--- src/rtl/ir_pkg.sv ---
// ir_pkg
// Shared definitions for the IR link: letter width, default queue depth,
// transmitter acknowledge window and the letter scheduler state encoding.
// Used by both the transmitter-side scheduler and the receiver side.
package ir_pkg;

   localparam int IR_LETTER_W      = 5;   // 0..25 = A..Z
   localparam int IR_DEPTH         = 16;
   localparam int IR_BUSY_WAIT_MAX = 8;

   typedef enum logic [1:0] {
      IDLE      = 2'd0,
      LAUNCH    = 2'd1,
      WAIT_BUSY = 2'd2,
      WAIT_DONE = 2'd3
   } sched_state_t;

endpackage

--- src/rtl/letter_ring_buffer.sv ---
// letter_ring_buffer
// Circular letter queue with separate occupancy counter.
// Ports:
//   clk_in, rst_in      clock, async active-low reset
//   flush               synchronous clear of pointers and count
//   push, wr_data       enqueue request and letter
//   pop                 dequeue request (caller never pops when empty)
//   rd_data             letter at the read pointer (valid when !empty)
//   count, empty, full  occupancy status, all from the registered count
//   dropped             push refused this cycle (full with no pop)
module letter_ring_buffer #(
   parameter int DEPTH    = 16,
   parameter int LETTER_W = 5
) (
   input  logic                       clk_in,
   input  logic                       rst_in,
   input  logic                       flush,
   input  logic                       push,
   input  logic [LETTER_W-1:0]        wr_data,
   input  logic                       pop,
   output logic [LETTER_W-1:0]        rd_data,
   output logic [$clog2(DEPTH+1)-1:0] count,
   output logic                       empty,
   output logic                       full,
   output logic                       dropped
);

   localparam int PTR_W = $clog2(DEPTH);
   localparam int CNT_W = $clog2(DEPTH+1);

   logic [LETTER_W-1:0] mem [DEPTH];
   logic [PTR_W-1:0]    wr_ptr;
   logic [PTR_W-1:0]    rd_ptr;
   logic                push_ok;

   assign empty   = (count == '0);
   assign full    = (count == CNT_W'(DEPTH));
   // A simultaneous pop frees the slot, so a push into a full queue is
   // still accepted when a pop happens in the same cycle.
   assign push_ok = push && (!full || pop);
   assign dropped = push && full && !pop;
   assign rd_data = mem[rd_ptr];

   always_ff @(posedge clk_in or negedge rst_in) begin
      if (!rst_in) begin
         wr_ptr <= '0;
         rd_ptr <= '0;
         count  <= '0;
      end else if (flush) begin
         wr_ptr <= '0;
         rd_ptr <= '0;
         count  <= '0;
      end else begin
         if (push_ok) wr_ptr <= wr_ptr + PTR_W'(1);
         if (pop)     rd_ptr <= rd_ptr + PTR_W'(1);
         case ({push_ok, pop})
            2'b10:   count <= count + CNT_W'(1);
            2'b01:   count <= count - CNT_W'(1);
            default: count <= count;
         endcase
      end
   end

   // Storage needs no reset; the pointers define what is valid.
   always_ff @(posedge clk_in) begin
      if (!flush && push_ok) mem[wr_ptr] <= wr_data;
   end

endmodule

--- src/rtl/ir_letter_scheduler.sv ---
// ir_letter_scheduler
// Queues Enigma letters and releases them one at a time to the IR
// transmitter, pacing on the transmitter busy flag.
// Ports:
//   clk_in, rst_in               100 MHz clock, async active-low reset
//   letter_valid_in, letter_in   encoder valid level and letter; push on rising edge
//   flush_in                     synchronous clear of queue, FSM and sticky flags
//   tx_busy_in                   transmitter busy
//   tx_valid_out, tx_data_out    one-cycle launch strobe and held letter
//   count_out, empty_out, full_out  queue occupancy
//   overflow_out                 sticky: a push was dropped while full
//   no_ack_out                   sticky: busy never rose after a launch
//
// state     | meaning
// IDLE      | waiting for a queued letter and an idle transmitter
// LAUNCH    | strobe is high this cycle; arm the acknowledge timer
// WAIT_BUSY | waiting for busy to rise; timeout sets no_ack_out
// WAIT_DONE | transmitter busy; wait for it to drop
module ir_letter_scheduler
   import ir_pkg::*;
#(
   parameter int DEPTH         = IR_DEPTH,
   parameter int LETTER_W      = IR_LETTER_W,
   parameter int BUSY_WAIT_MAX = IR_BUSY_WAIT_MAX
) (
   input  logic                       clk_in,
   input  logic                       rst_in,
   input  logic                       letter_valid_in,
   input  logic [LETTER_W-1:0]        letter_in,
   input  logic                       flush_in,
   input  logic                       tx_busy_in,
   output logic                       tx_valid_out,
   output logic [LETTER_W-1:0]        tx_data_out,
   output logic [$clog2(DEPTH+1)-1:0] count_out,
   output logic                       empty_out,
   output logic                       full_out,
   output logic                       overflow_out,
   output logic                       no_ack_out
);

   localparam int TMR_W = (BUSY_WAIT_MAX > 1) ? $clog2(BUSY_WAIT_MAX) : 1;

   sched_state_t        state;
   logic [TMR_W-1:0]    timer;
   logic                prev_valid;
   logic                push;
   logic                pop;
   logic                dropped;
   logic [LETTER_W-1:0] rd_data;

   // prev_valid resets low, so a valid level already high out of reset
   // is taken as a push.
   assign push = letter_valid_in && !prev_valid && !flush_in;
   assign pop  = (state == IDLE) && !empty_out && !tx_busy_in && !flush_in;

   always_ff @(posedge clk_in or negedge rst_in) begin
      if (!rst_in) prev_valid <= 1'b0;
      else         prev_valid <= letter_valid_in;
   end

   letter_ring_buffer #(
      .DEPTH    (DEPTH),
      .LETTER_W (LETTER_W)
   ) u_ring (
      .clk_in  (clk_in),
      .rst_in  (rst_in),
      .flush   (flush_in),
      .push    (push),
      .wr_data (letter_in),
      .pop     (pop),
      .rd_data (rd_data),
      .count   (count_out),
      .empty   (empty_out),
      .full    (full_out),
      .dropped (dropped)
   );

   // The acknowledge timer counts down from BUSY_WAIT_MAX-1; reaching
   // zero without busy is the timeout, giving BUSY_WAIT_MAX cycles in
   // WAIT_BUSY.
   always_ff @(posedge clk_in or negedge rst_in) begin
      if (!rst_in) begin
         state        <= IDLE;
         timer        <= '0;
         tx_valid_out <= 1'b0;
         tx_data_out  <= '0;
         overflow_out <= 1'b0;
         no_ack_out   <= 1'b0;
      end else if (flush_in) begin
         state        <= IDLE;
         timer        <= '0;
         tx_valid_out <= 1'b0;
         overflow_out <= 1'b0;
         no_ack_out   <= 1'b0;
      end else begin
         if (dropped) overflow_out <= 1'b1;
         case (state)
            IDLE: begin
               if (pop) begin
                  tx_data_out  <= rd_data;
                  tx_valid_out <= 1'b1;
                  state        <= LAUNCH;
               end
            end
            LAUNCH: begin
               tx_valid_out <= 1'b0;
               timer        <= TMR_W'(BUSY_WAIT_MAX - 1);
               state        <= WAIT_BUSY;
            end
            WAIT_BUSY: begin
               if (tx_busy_in) begin
                  state <= WAIT_DONE;
               end else if (timer == '0) begin
                  no_ack_out <= 1'b1;
                  state      <= IDLE;
               end else begin
                  timer <= timer - TMR_W'(1);
               end
            end
            WAIT_DONE: begin
               if (!tx_busy_in) state <= IDLE;
            end
            default: state <= IDLE;
         endcase
      end
   end

endmodule

--- config.mk ---
export PLATFORM = sky130hd
export DESIGN_NAME = ir_letter_scheduler
export DESIGN_NICKNAME = d
export VERILOG_FILES = /design/src/rtl/ir_pkg.sv /design/src/rtl/letter_ring_buffer.sv /design/src/rtl/ir_letter_scheduler.sv
export SDC_FILE = /design/constraint.sdc
export NUM_CORES = 1
export LEC_CHECK = 0
export BUFFER_PORTS_ARGS = -buffer_cell sky130_fd_sc_hd__buf_2
export CORE_MARGIN = 2
export CORE_UTILIZATION = 25
export CTS_CLUSTER_SIZE = 28
export DETAILED_ROUTE_END_ITERATION = 16
export REMOVE_ABC_BUFFERS = 1
export SLEW_MARGIN = 20
export SYNTH_ARGS = -nofsm -noshare
export SYNTH_HDL_FRONTEND = slang
export SYNTH_SLANG_ARGS = --single-unit
--- constraint.sdc ---
create_clock -name clk_in -period 2.6 [get_ports clk_in]
set_input_delay 0.26 -clock clk_in [delete_from_list [all_inputs] [get_ports clk_in]]
set_output_delay 0.26 -clock clk_in [all_outputs]
set_load 0.02 [all_outputs]
[After elaboration in Yosys (flattened, before gate mapping)]
Memory sizes are Yosys's and may differ from the RTL's. A register that Yosys moved wholly into a read port is not among the register bits.
Cells that the tools add are included.
Cells by class
  $add $sub $neg: 5
  $mul: 0
  divide/modulo/power cells: 0
  order comparisons: 0
  equality and inequality tests: 12
  shifts and indexed selects: 0
  mux-type cells: 27
  bitwise logic cells: 1
  reductions and logical operators: 33
Operators with widths (number)
  4-bit two-way mux: 4
  3-bit AND reduction: 4
  1-bit two-way mux: 10
  2-bit two-way mux: 5
  5-bit case mux with 2 select lines: 1
  2-bit nonzero test: 5
  1-bit logical AND: 9
  3-bit two-way mux: 3
  3-bit inequality test (second input constant): 3
  3-bit nonzero test: 3
  4-bit by 1-bit adder with 4-bit output (second input constant): 2
  2-bit case mux with 4 select lines: 1
  1-bit logical NOT: 7
  2-bit equality test (second input constant): 3
  3-bit case mux with 2 select lines: 1
  5-bit by 1-bit adder with 5-bit output (second input constant): 1
  5-bit equality test (second input constant): 1
  5-bit logical NOT: 1
  5-bit two-way mux: 1
  5-bit by 1-bit subtractor with 5-bit output (second input constant): 1
  2-bit by 1-bit equality test with 1-bit output (second input constant): 2
  4-bit inequality test (second input constant): 1
  3-bit logical NOT: 1
  3-bit by 2-bit inequality test with 1-bit output (second input constant): 1
  7 further kinds: 7
Word-level totals
  register bits: 22
  latch bits: 0
  RAM bits: 80
  bits in read-only memories: 0
  input bits: 10
  output and inout bits: 15
  logic and storage cells: 88
  memories: 1
Memories
  u_ring.mem: words 16, bits a word 5, read ports 1, clocked after memory_dff 1, wr ports 1, RTL line letter_ring_buffer.sv:31  | logic [LETTER_W-1:0] mem [DEPTH];

[Depth between registers and ports, before layout]
Gate-level depths: netlist (run 1).
  depth after elaboration: 10
  depth in mapped cells: 10
  depth with buffers taken out: 9

[Cells and area by module]
Synthesis (run 1) repeated with hierarchy kept, for this count alone.
Second synthesis, totals
  cell total of the unflattened synthesis: 273
  area total of the unflattened synthesis: 4614.4 µm²
By module, submodules not included
  letter_ring_buffer: instances 1, cells an instance 221, area each 3961.3 µm², sequential area each 2727.6 µm²
  ir_letter_scheduler: instances 1, cells an instance 52, area each 653.1 µm², sequential area each 350.3 µm²

[Worst setup path after synthesis (run 1)]
OpenSTA, ideal clock, no wires.
  path type: register to register
  from: reg u_ring.count[1]
  to: reg u_ring.count[4]
  arrival: 2732 ps
  data required time: 2518 ps
  setup slack: -214 ps
  stages on the path, launching flop included: 11
  buffers on the path: 1
  cells stage by stage: dfrtp_1 > or4_1 > clkbuf_1 > o21ai_2 > or3_1 > inv_1 > ha_1 > nand2b_1 > a21oi_1 > or4_1 > a31oi_1
On the way
  word-level cells in the longest chain between the ends: 10
  elaborated cells between the ends (all ways): 16
RTL lines
  from (decl): RTL line letter_ring_buffer.sv:22  | output logic [$clog2(DEPTH+1)-1:0] count,
  from (signal assigned): RTL line letter_ring_buffer.sv:57  | 2'b10: count <= count + CNT_W'(1);
  from (signal assigned): RTL line letter_ring_buffer.sv:58  | 2'b01: count <= count - CNT_W'(1);
  from (signal assigned): RTL line letter_ring_buffer.sv:59  | default: count <= count;
  5-bit logical NOT: RTL line letter_ring_buffer.sv:36  | assign empty = (count == '0);
  1-bit logical NOT: RTL line ir_letter_scheduler.sv:54  | assign pop = (state == IDLE) && !empty_out && !tx_busy_in && !flush_in;
  1-bit logical AND (3 in series): RTL line ir_letter_scheduler.sv:54
  1-bit logical OR: RTL line letter_ring_buffer.sv:40  | assign push_ok = push && (!full || pop);
  1-bit logical AND: RTL line letter_ring_buffer.sv:40
  2-bit by 1-bit equality test with 1-bit output or 2-bit equality test (tied branches): RTL line letter_ring_buffer.sv:56  | case ({push_ok, pop})
  5-bit case mux with 2 select lines: RTL line letter_ring_buffer.sv:56
  5-bit two-way mux: RTL line letter_ring_buffer.sv:49  | end else if (flush) begin
Several ways; a longest one is shown, not always the timed one.
A chain may end at the register's enable or synchronous reset.

[Worst setup path in the final report (run 1)]
Same ends and word-level chain as after synthesis.

==> results.sh, run 1 <==
export IMPL_cts_buffer_depth=2
export IMPL_design_core_area_mm2=0.0181
export IMPL_syn_area_mm2=0.00467
export IMPL_drc=0
export IMPL_viasPerCell=4.44
export IMPL_end_kind="flop"
export IMPL_num_io_pins=25
export IMPL_post_route_cells_drive_above_1_share=0.275
export IMPL_areaGrowthSynthToFinish_pct=20.7
export IMPL_yosys_cell_types_count=38
export IMPL_route_met2_wl_mm=4.71
export IMPL_syn_avg_cell_area_um2=16.4
export IMPL_synthXorXnorAreaFrac=0.0113
export IMPL_slew_headroom=0.552
export IMPL_die_area_mm2=0.0198
export IMPL_synth_flop_cell="edfxtp_1"
export IMPL_synthMuxAreaShare=0.164
export IMPL_clk_pin_slew_ns=0.08
export IMPL_synth_top_family_by_area="multiplexers"
export IMPL_cts_sink_count=107
export IMPL_port_buffers=24
export IMPL_postLayoutCellArea_mm2=0.00563
export IMPL_crit_fanout=3
export IMPL_fillers=1768
export IMPL_report_final_slew_viol_count=0
export IMPL_cp_required_ns=2.87
export IMPL_avgRoutedWirePerCell_um=16.2
export IMPL_cts_tree="built"
export IMPL_m1WireLength_mm=4.17
export IMPL_yosysWarnings=0
export IMPL_synth_edf_count=80
export IMPL_hpwl_mm=6.30
export IMPL_clk_insertion_delay_late_ns=0.35
export IMPL_yosys_area_share_simple=0.0687
export IMPL_leakagePower_nw=2.06
export IMPL_crit_slowest_cell="or4_4"
export IMPL_layout_commonest_cell="edfxtp_1"
export IMPL_timing_final_crit_share=0.950
export IMPL_grt_max_degree=28
export IMPL_overflow=0
export IMPL_antenna_found_initial=0
export IMPL_num_rows=49
export IMPL_floorplan_initialDensity=0.257
export IMPL_nets=361
export IMPL_ys_async_sr_fraction=0.252
export IMPL_hold_path_class="primary input to flop"
export IMPL_top_layer="met4"
export IMPL_final_cell_mix="edfxtp_1, nor2_1, buf_4"
export IMPL_holdWs_ns=0.0369
export IMPL_die_w_um=141
export IMPL_worstMarginPinSlew_ns=0.672
export IMPL_dpl_cell_area_mm2=0.00525
export IMPL_finClkSkew_ns=0.00900
export IMPL_power_mw=4.69
export IMPL_gp_congestion=0.726
export IMPL_slowest_delay_ns=0.55
export IMPL_synth_fa_ha_area_frac=0.0311
export IMPL_place_ws_ns=0.0191
export IMPL_finalHoldViolations=0
export IMPL_chipHeight_um=141
export IMPL_rsz0062_at_grt="no"
export IMPL_crit_start="u_ring.count[1]"
export IMPL_powerDensity_mw_per_mm2=833
export IMPL_status="completed"
export IMPL_hold_start="letter_valid_in"
export IMPL_grt_pass1_vias=2596
export IMPL_wl_met3_um=264
export IMPL_synthCells=285
export IMPL_critPathLaunchType="flop"
export IMPL_antenna_cells=0
export IMPL_ant_nets=0
export IMPL_grt_use_total=0.0998
export IMPL_layout_min_cycle_time_ns=2.47
export IMPL_ir_drop_mv=0.279
export IMPL_first_iter_violations=216
export IMPL_crit_arrival_ns=2.74
export IMPL_cts_setup_buffers=0
export IMPL_synth_compound_area_share=0.0424
export IMPL_finalWorstSetupSlack_ns=0.130
export IMPL_crit_chain="or4_4 -> o21ai_2 -> or3_4 -> inv_1 -> ha_4 -> nand2b_1 -> a21oi_2 -> or4_1 -> a31oi_1"
export IMPL_grt_pass1_wl_mm=14.8
export IMPL_reg2reg_from="u_ring.count[1]"
export IMPL_setup_violations_final=0
export IMPL_drtPass1Iterations=4
export IMPL_h_tree_depth=3
export IMPL_wirelength_mm=9.29
export IMPL_ys_seq_area_frac=0.660
export IMPL_cts_root_buffer="clkbuf_16"
export IMPL_critPathKind="flop to flop"
export IMPL_vias=2550
export IMPL_synth_seq_cells=107
export IMPL_cts_buffers=9
export IMPL_maxCapViolations=0
export IMPL_fmax_mhz=405
per-layer routing:
layer,up-vias,global-route usage
met5,-,0
met4,0,0.0379
met3,11,0.0224
met2,28,0.165
met1,1298,0.128
li1,1213,-
kinds of logic after synthesis:
group / after synthesis
buf+inv: 24
mux: 38
fa+ha+maj: 11
compound gates: 30
flops: 107
simple gates: 69
xor+xnor: 6
power breakdown:
part	internal (mW)	switching [mW]
clock network	0.778	0.667
registers	1.96	0.0938
logic	0.545	0.645
cells in the mapped netlist, types with 3 or more instances:
cell type	instances	share of area
edfxtp_1	80	0.51
buf_1	4	0.0032
xor2_1	4	0.0075
mux2_2	5	0.012
mux4_1	17	0.096
mux4_2	8	0.039
nor2b_1	4	0.0054
a21oi_1	11	0.012
o21ai_0	4	0.0043
mux2i_1	5	0.011
nor2_1	34	0.027
clkbuf_1	5	0.0040
mux2_1	3	0.0072
dfrtp_1	27	0.14
inv_1	13	0.010
ha_1	10	0.027
a31oi_1	4	0.0054
nor3_1	6	0.0064
nand2_1	11	0.0088
nand2b_1	5	0.0067
worst paths after layout:
kind | to | slack (ns) | depth (start not counted)
worst max-delay path | u_ring.count[4] | 0.13 | 9
min in group asynchronous | u_ring.count[0] | 0.47 | 2
worst min register to register | no_ack_out | 0.49 | 2
worst max register to register | u_ring.count[4] | 0.13 | 9
worst min-delay path | prev_valid | 0.04 | 1
max in group asynchronous | tx_data_out[1] | 1.68 | 2
flip-flops by register name (all words and copies together), names as in the netlist:
register and count:
tx_valid_out 1, u_ring.count 5, u_ring.mem 80, state 2, u_ring.rd_ptr 4, prev_valid 1, timer 3, u_ring.wr_ptr 4
overflow_out 1, no_ack_out 1, tx_data_out 5
worst max-delay path, delay by kind of cell, from the launching register on:
kind                     cells  cell delay [ns]
AND/OR/NAND/NOR              4             1.27
flip-flops                   1             0.39
AO/OA/AOI/OAI                3             0.38
adder cells (fa/ha/maj)      1             0.24
buffers and inverters        1             0.10
cell type report:
cell class	count	area [um2]	share of cell area
inverters	13	48.8	0.00867
flip-flops and latches	107	3080	0.547
well taps	229	287	0.0509
repair buffers	55	368	0.0653
clock buffers	9	225	0.0400
clock inverters	7	93.8	0.0167
multi-input cells	154	1530	0.272
stage by stage:
stage,utilization,instances,TNS [ns]
5_1_grt,0.310,574,0
3_5_place_dp,0.290,557,0
6_report,0.310,574,0
2_1_floorplan,-,274,-0.191
4_1_cts,0.309,574,0
3_3_place_gp,0.290,557,0
repair_timing:
item	in CTS	in global routing
gates resized for setup	4	4
hold buffers	1	0
setup endpoints to repair	1	1
gates cloned	0	0
hold endpoints to repair	27	0
pin swaps	0	1
Power figures use the tool's default switching activity.
==> run 2, diff against run 1 <==
- CORE_ASPECT_RATIO: default -> 0.8
- SETUP_SLACK_MARGIN: default -> 0.3
==> run 2 against run 1 <==
Routed wire length increased by 5.2%. Highest routed layer unchanged. Flip-flop and latch count unchanged. Global-route usage grew 0.44 points. Combinational power is 13% higher. Largest power group unchanged.
==> results.sh, run 2 (synthesis gave the netlist of run 1 again) <==
export IMPL_status="completed"
export IMPL_worstMarginPinSlew_ns=0.659
export IMPL_slew_headroom=0.561
export IMPL_switching_share=0.305
export IMPL_antenna_cells=0
export IMPL_ir_drop_mv=0.307
export IMPL_final_cell_mix="edfxtp_1, buf_4, nor2_1"
export IMPL_num_io_pins=25
export IMPL_rsz0062_at_grt="yes"
export IMPL_critPathKind="flop to flop"
export IMPL_grt_max_degree=28
export IMPL_viasPerCell=4.41
export IMPL_regMostFlops="u_ring.mem"
export IMPL_leakagePower_nw=2.08
export IMPL_end_kind="flop"
export IMPL_die_w_um=157
export IMPL_rr_worst_depth=9
export IMPL_drc=0
export IMPL_fmax_mhz=418
export IMPL_p_clk_frac=0.268
export IMPL_crit_start="u_ring.count[1]"
export IMPL_overflow=0
export IMPL_cts_sink_count=107
export IMPL_timing_final_crit_share=0.920
export IMPL_grt_pass1_vias=2783
export IMPL_crit_arrival_ns=2.65
export IMPL_power_switching_mw=1.42
export IMPL_p_seq_frac=0.444
export IMPL_port_buffers=24
export IMPL_hpwl_mm=6.52
export IMPL_design_core_area_mm2=0.0182
export IMPL_chipHeight_um=126
export IMPL_ant_nets=0
export IMPL_dp_cells=582
export IMPL_avgRoutedWirePerCell_um=16.3
export IMPL_antenna_found_initial=0
export IMPL_gp_congestion=0.788
export IMPL_maxCapViolations=0
export IMPL_power_mw=4.64
export IMPL_finClkSkew_ns=0.00499
export IMPL_post_route_util=0.313
export IMPL_largestRegisters="u_ring.mem (80), tx_data_out (5), u_ring.count (5)"
export IMPL_die_area_mm2=0.0198
export IMPL_critPathLaunchType="flop"
export IMPL_powerDensity_mw_per_mm2=813
export IMPL_grt_use_total=0.104
export IMPL_combPwrFrac=0.288
export IMPL_floorplan_initialDensity=0.256
export IMPL_nets=365
export IMPL_reg2reg_from="u_ring.count[1]"
export IMPL_p_int_mw=3.23
export IMPL_crit_fanout=3
export IMPL_finalHoldViolations=0
export IMPL_grt_pass1_wl_mm=15.3
export IMPL_cts_buffer_depth=2
export IMPL_cp_required_ns=2.86
export IMPL_final_cells=601
export IMPL_areaGrowthSynthToFinish_pct=22.3
export IMPL_h_tree_depth=3
export IMPL_vias=2651
export IMPL_layout_min_cycle_time_ns=2.39
export IMPL_hold_path_class="primary input to flop"
export IMPL_worstReg2RegEnd="u_ring.count[4]"
export IMPL_num_rows=44
export IMPL_rrSetupSlack_ns=0.21
export IMPL_first_iter_violations=146
export IMPL_cts_tree="built"
export IMPL_clk_pin_slew_ns=0.07
export IMPL_clk_insertion_delay_late_ns=0.34
export IMPL_cts_buffers=9
export IMPL_cts_root_buffer="clkbuf_16"
export IMPL_drtPass1Iterations=4
export IMPL_report_final_slew_viol_count=0
export IMPL_post_route_cells_drive_above_1_share=0.310
export IMPL_wirelength_mm=9.77
export IMPL_largest_reg_flops=80
export IMPL_endpoint="u_ring.count[4]"
export IMPL_setup_violations_final=0
export IMPL_layout_commonest_cell="edfxtp_1"
## run 2: critical path, cell delays in order, from the launching register on
cell and delay (ns):
dfrtp_1 0.38, or4_4 0.57, o21ai_4 0.15, or3_4 0.16
inv_4 0.05, ha_4 0.23, nor2_4 0.09, a21oi_2 0.05
or4_1 0.41, a31oi_1 0.22
## run 2: final cells by class
| cell class | instances | area (um2) |
|---|---|---|
| clock inverters | 6 | 40.0 |
| inverters | 13 | 51.3 |
| well taps | 253 | 317 |
| repair buffers | 59 | 389 |
| flip-flops and latches | 107 | 3080 |
| clock buffers | 9 | 225 |
| multi-input cells | 154 | 1610 |
| fillers | 1774 | 12500 |
## run 2: worst min-delay path by stage
stage / startpoint / end / slack [ns] / cells after the start
after floorplan: rst_in / no_ack_out / -0.04 / 0
after global placement: rst_in / u_ring.count[2] / 0.31 / 1
after detailed placement: rst_in / u_ring.count[3] / 0.33 / 1
after CTS: letter_valid_in / prev_valid / 0.04 / 1
after global routing: letter_valid_in / prev_valid / 0.04 / 1
final: letter_valid_in / prev_valid / 0.05 / 1
## run 2: power by group through the flow
stage                     registers (mW)  clock network [mW]  logic (mW)
after global routing                2.08                1.36        1.44
after CTS                           2.05                1.28        1.29
after detailed placement            2.09                   0        1.17
after floorplan                     2.23                   0       0.577
final                               2.06                1.24        1.34
after global placement              2.08                   0        1.13
## run 2: what timing repair did
action,4_1_cts,5_1_grt
pin swaps,8,5
setup buffers,2,1
resized for setup,14,11
setup endpoints to repair,3,86
hold buffers,1,0
endpoints found under the hold margin,27,0
## run 2: metal layers
layer	GRT usage	vias to the layer above	part of all wire
met4	0.0383	0	0.016
met1	0.133	1379	0.45
met3	0.0313	11	0.040
met5	0	-	0
li1	-	1218	-
met2	0.168	43	0.49
## run 2: through the flow
stage          instance area (um2)  setup WS, ns  hold WS (ns)  setup TNS, ns
2_1_floorplan                 4610        -0.191       -0.0356         -0.191
3_3_place_gp                  5280        0.0979         0.312              0
3_5_place_dp                  5280       -0.0130         0.327        -0.0130
4_1_cts                       5650         0.275        0.0369              0
5_1_grt                       5710         0.155        0.0406              0
6_report                      5710         0.208        0.0483              0
==> run 3, diff against run 2 <==
- CORE_UTILIZATION: 25 -> 45
- clock period: 2.6 -> 2 ns (I/O delays scaled with it)
==> run 3 against run 2 <==
The flow now finishes with violations (setup timing). Clock-buffer cell count stayed put. Sequential share of layout area is 3.7 points lower. Flip-flop and latch count stayed put. Via count is 3.1% higher. Worst setup slack worse by 0.55 ns. Utilization is 29 points higher. Critical path depth is 1 higher. Cell count is 15% lower. Highest routed layer unchanged.
==> results.sh, run 3 (synthesis gave the netlist of run 1 again) <==
export IMPL_status="finished, violations left"
export IMPL_violations="setup timing"
export IMPL_worstReg2RegEnd="u_ring.count[3]"
export IMPL_areaGrowthSynthToFinish_pct=31.4
export IMPL_finalHoldViolations=0
export IMPL_dp_cells=485
export IMPL_cts_tree="built"
export IMPL_dpl_cell_area_mm2=0.00528
export IMPL_cts_root_buffer="clkbuf_16"
export IMPL_drc=0
export IMPL_post_route_cells_drive_above_1_share=0.461
export IMPL_power_switching_mw=1.87
export IMPL_num_io_pins=25
export IMPL_antenna_cells=0
export IMPL_h_tree_depth=3
export IMPL_reg2reg_from="u_ring.count[2]"
export IMPL_layout_commonest_cell="edfxtp_1"
export IMPL_fmax_mhz=427
export IMPL_floorplan_initialDensity=0.459
export IMPL_critPathLaunchType="flop"
export IMPL_p_clk_frac=0.264
export IMPL_regMostFlops="u_ring.mem"
export IMPL_die_area_mm2=0.0112
export IMPL_grt_pass1_wl_mm=15.3
export IMPL_hold_start="letter_valid_in"
export IMPL_final_cells=513
export IMPL_maxCapViolations=0
export IMPL_holdWs_ns=0.0703
export IMPL_cp_required_ns=2.23
export IMPL_slew_headroom=0.569
export IMPL_rsz0062_at_grt="yes"
export IMPL_p_seq_frac=0.424
export IMPL_whs_path_depth=2
export IMPL_p_int_mw=4.40
export IMPL_drtPass1Iterations=4
export IMPL_port_buffers=24
export IMPL_grt_use_total=0.188
export IMPL_final_cell_mix="edfxtp_1, buf_6, buf_4"
export IMPL_post_route_util=0.603
export IMPL_crit_arrival_ns=2.58
export IMPL_hold_end="prev_valid"
export IMPL_chipHeight_um=95.1
export IMPL_crit_slowest_cell="or4_4"
export IMPL_place_ws_ns=-0.582
export IMPL_switching_share=0.298
export IMPL_setup_violations_final=90
export IMPL_overflow=0
export IMPL_clk_insertion_delay_late_ns=0.34
export IMPL_cts_buffer_depth=2
export IMPL_die_w_um=118
export IMPL_design_core_area_mm2=0.0102
export IMPL_powerDensity_mw_per_mm2=1020
export IMPL_combPwrFrac=0.312
export IMPL_timing_final_crit_share=1.17
export IMPL_finalWorstSetupSlack_ns=-0.343
export IMPL_ant_nets=0
export IMPL_avgRoutedWirePerCell_um=19.4
export IMPL_hpwl_mm=6.15
export IMPL_multiInputGateArea_mm2=0.00181
export IMPL_grt_max_degree=28
export IMPL_finClkSkew_ns=0.00716
export IMPL_viasPerCell=5.33
export IMPL_report_final_slew_viol_count=0
export IMPL_critPathKind="flop to flop"
export IMPL_layout_min_cycle_time_ns=2.34
export IMPL_end_kind="flop"
export IMPL_grt_pass1_vias=2678
export IMPL_worstMarginPinSlew_ns=0.646
export IMPL_postLayoutCellArea_mm2=0.00613
export IMPL_fillers=775
export IMPL_antenna_found_initial=0
export IMPL_timing_critical_path_mode_cell="mux2i_1"
export IMPL_leakagePower_nw=2.21
export IMPL_wirelength_mm=9.96
export IMPL_crit_fanout=3
export IMPL_slowest_delay_ns=0.55
export IMPL_cts_sink_count=107
export IMPL_cts_buffers=9
export IMPL_largest_reg_flops=80
export IMPL_clk_pin_slew_ns=0.07
export IMPL_first_iter_violations=189
export IMPL_seq_area_mm2=0.00308
export IMPL_ir_drop_mv=0.520
export IMPL_largestRegisters="u_ring.mem (80), tx_data_out (5), u_ring.count (5)"
export IMPL_num_rows=33
export IMPL_nets=389
export IMPL_vias=2733
export IMPL_hold_path_class="primary input to flop"
export IMPL_crit_chain="or4_4 -> o21ai_2 -> or3_4 -> inv_4 -> buf_6 -> ha_4 -> a21o_1 -> a21oi_2 -> mux2i_1 -> mux2i_1"
export IMPL_rr_worst_depth=10
export IMPL_gp_congestion=0.780
export IMPL_rrSetupSlack_ns=-0.34
[run 3: cell types whose count changed in the layout (fill, tap and decap cells not counted), moves of 4 or more]
cell | before | now
buf_6 | 1 | 28
nor2_1 | 31 | 19
nor2_4 | 2 | 14
mux4_1 | 17 | 8
mux4_2 | 8 | 17
buf_4 | 33 | 28
nand2_1 | 10 | 5
nand2_8 | 0 | 4
[run 3: timing repair]
| action | CTS | global route |
|---|---|---|
| setup endpoints to repair | 96 | 100 |
| resized for setup | 93 | 25 |
| hold buffers | 1 | 0 |
| cloned | 1 | 0 |
| setup buffers | 7 | 3 |
| pin swaps | 32 | 14 |
| hold endpoints to repair | 27 | 0 |
[run 3: area by class of cell]
| type | instances | share of cell area |
|---|---|---|
| Sequential cell | 107 | 0.502 |
| Multi-Input combinational cell | 154 | 0.296 |
| Timing Repair Buffer | 83 | 0.120 |
| Clock buffer | 9 | 0.0367 |
| Tap cell | 140 | 0.0286 |
| Clock inverter | 7 | 0.00837 |
| Inverter | 13 | 0.00837 |
[run 3: worst max-delay path, delay by kind of cell, from the launching register on]
kind,cells,cell delay (ns)
AO/OA/AOI/OAI,3,0.49
adder cells (fa/ha/maj),1,0.19
buffers and inverters,2,0.17
flip-flops,1,0.38
multiplexers,2,0.29
AND/OR/NAND/NOR,2,0.72
[run 3: routing by layer]
layer / track usage / wire length [um] / up-vias / part of all wire
li1: - / - / 1260 / -
met1: 0.265 / 4730 / 1411 / 0.47
met2: 0.296 / 4770 / 50 / 0.48
met3: 0.0461 / 315 / 12 / 0.032
met4: 0.0552 / 147 / 0 / 0.015
met5: 0 / 0 / - / 0
[run 3: how the worst max path moves through the flow]
stage               depth (start not counted)         endpoint            start
floorplan                                   9  u_ring.count[4]  u_ring.count[1]
global placement                            9  u_ring.count[4]  u_ring.count[1]
detailed placement                          9  u_ring.count[4]  u_ring.count[1]
CTS                                        10  u_ring.count[3]  u_ring.count[2]
global route                               10  u_ring.count[3]  u_ring.count[2]
finish                                     10  u_ring.count[3]  u_ring.count[2]
[run 3: through the flow]
step                      setup TNS, ns  power [mW]
after detailed placement         -11.16        4.14
after CTS                        -13.79        6.19
after global placement            -9.81        4.12
after floorplan                  -10.86        3.64
final                            -13.38        6.27
after global routing             -19.19        6.54
[run 3: power by group through the flow]
stage / Sequential [mW] / Combinational [mW] / Clock [mW]
2_1_floorplan: 2.89 / 0.750 / 0
3_3_place_gp: 2.69 / 1.43 / 0
3_5_place_dp: 2.70 / 1.44 / 0
4_1_cts: 2.66 / 1.85 / 1.69
5_1_grt: 2.68 / 2.08 / 1.78
6_report: 2.66 / 1.96 / 1.65
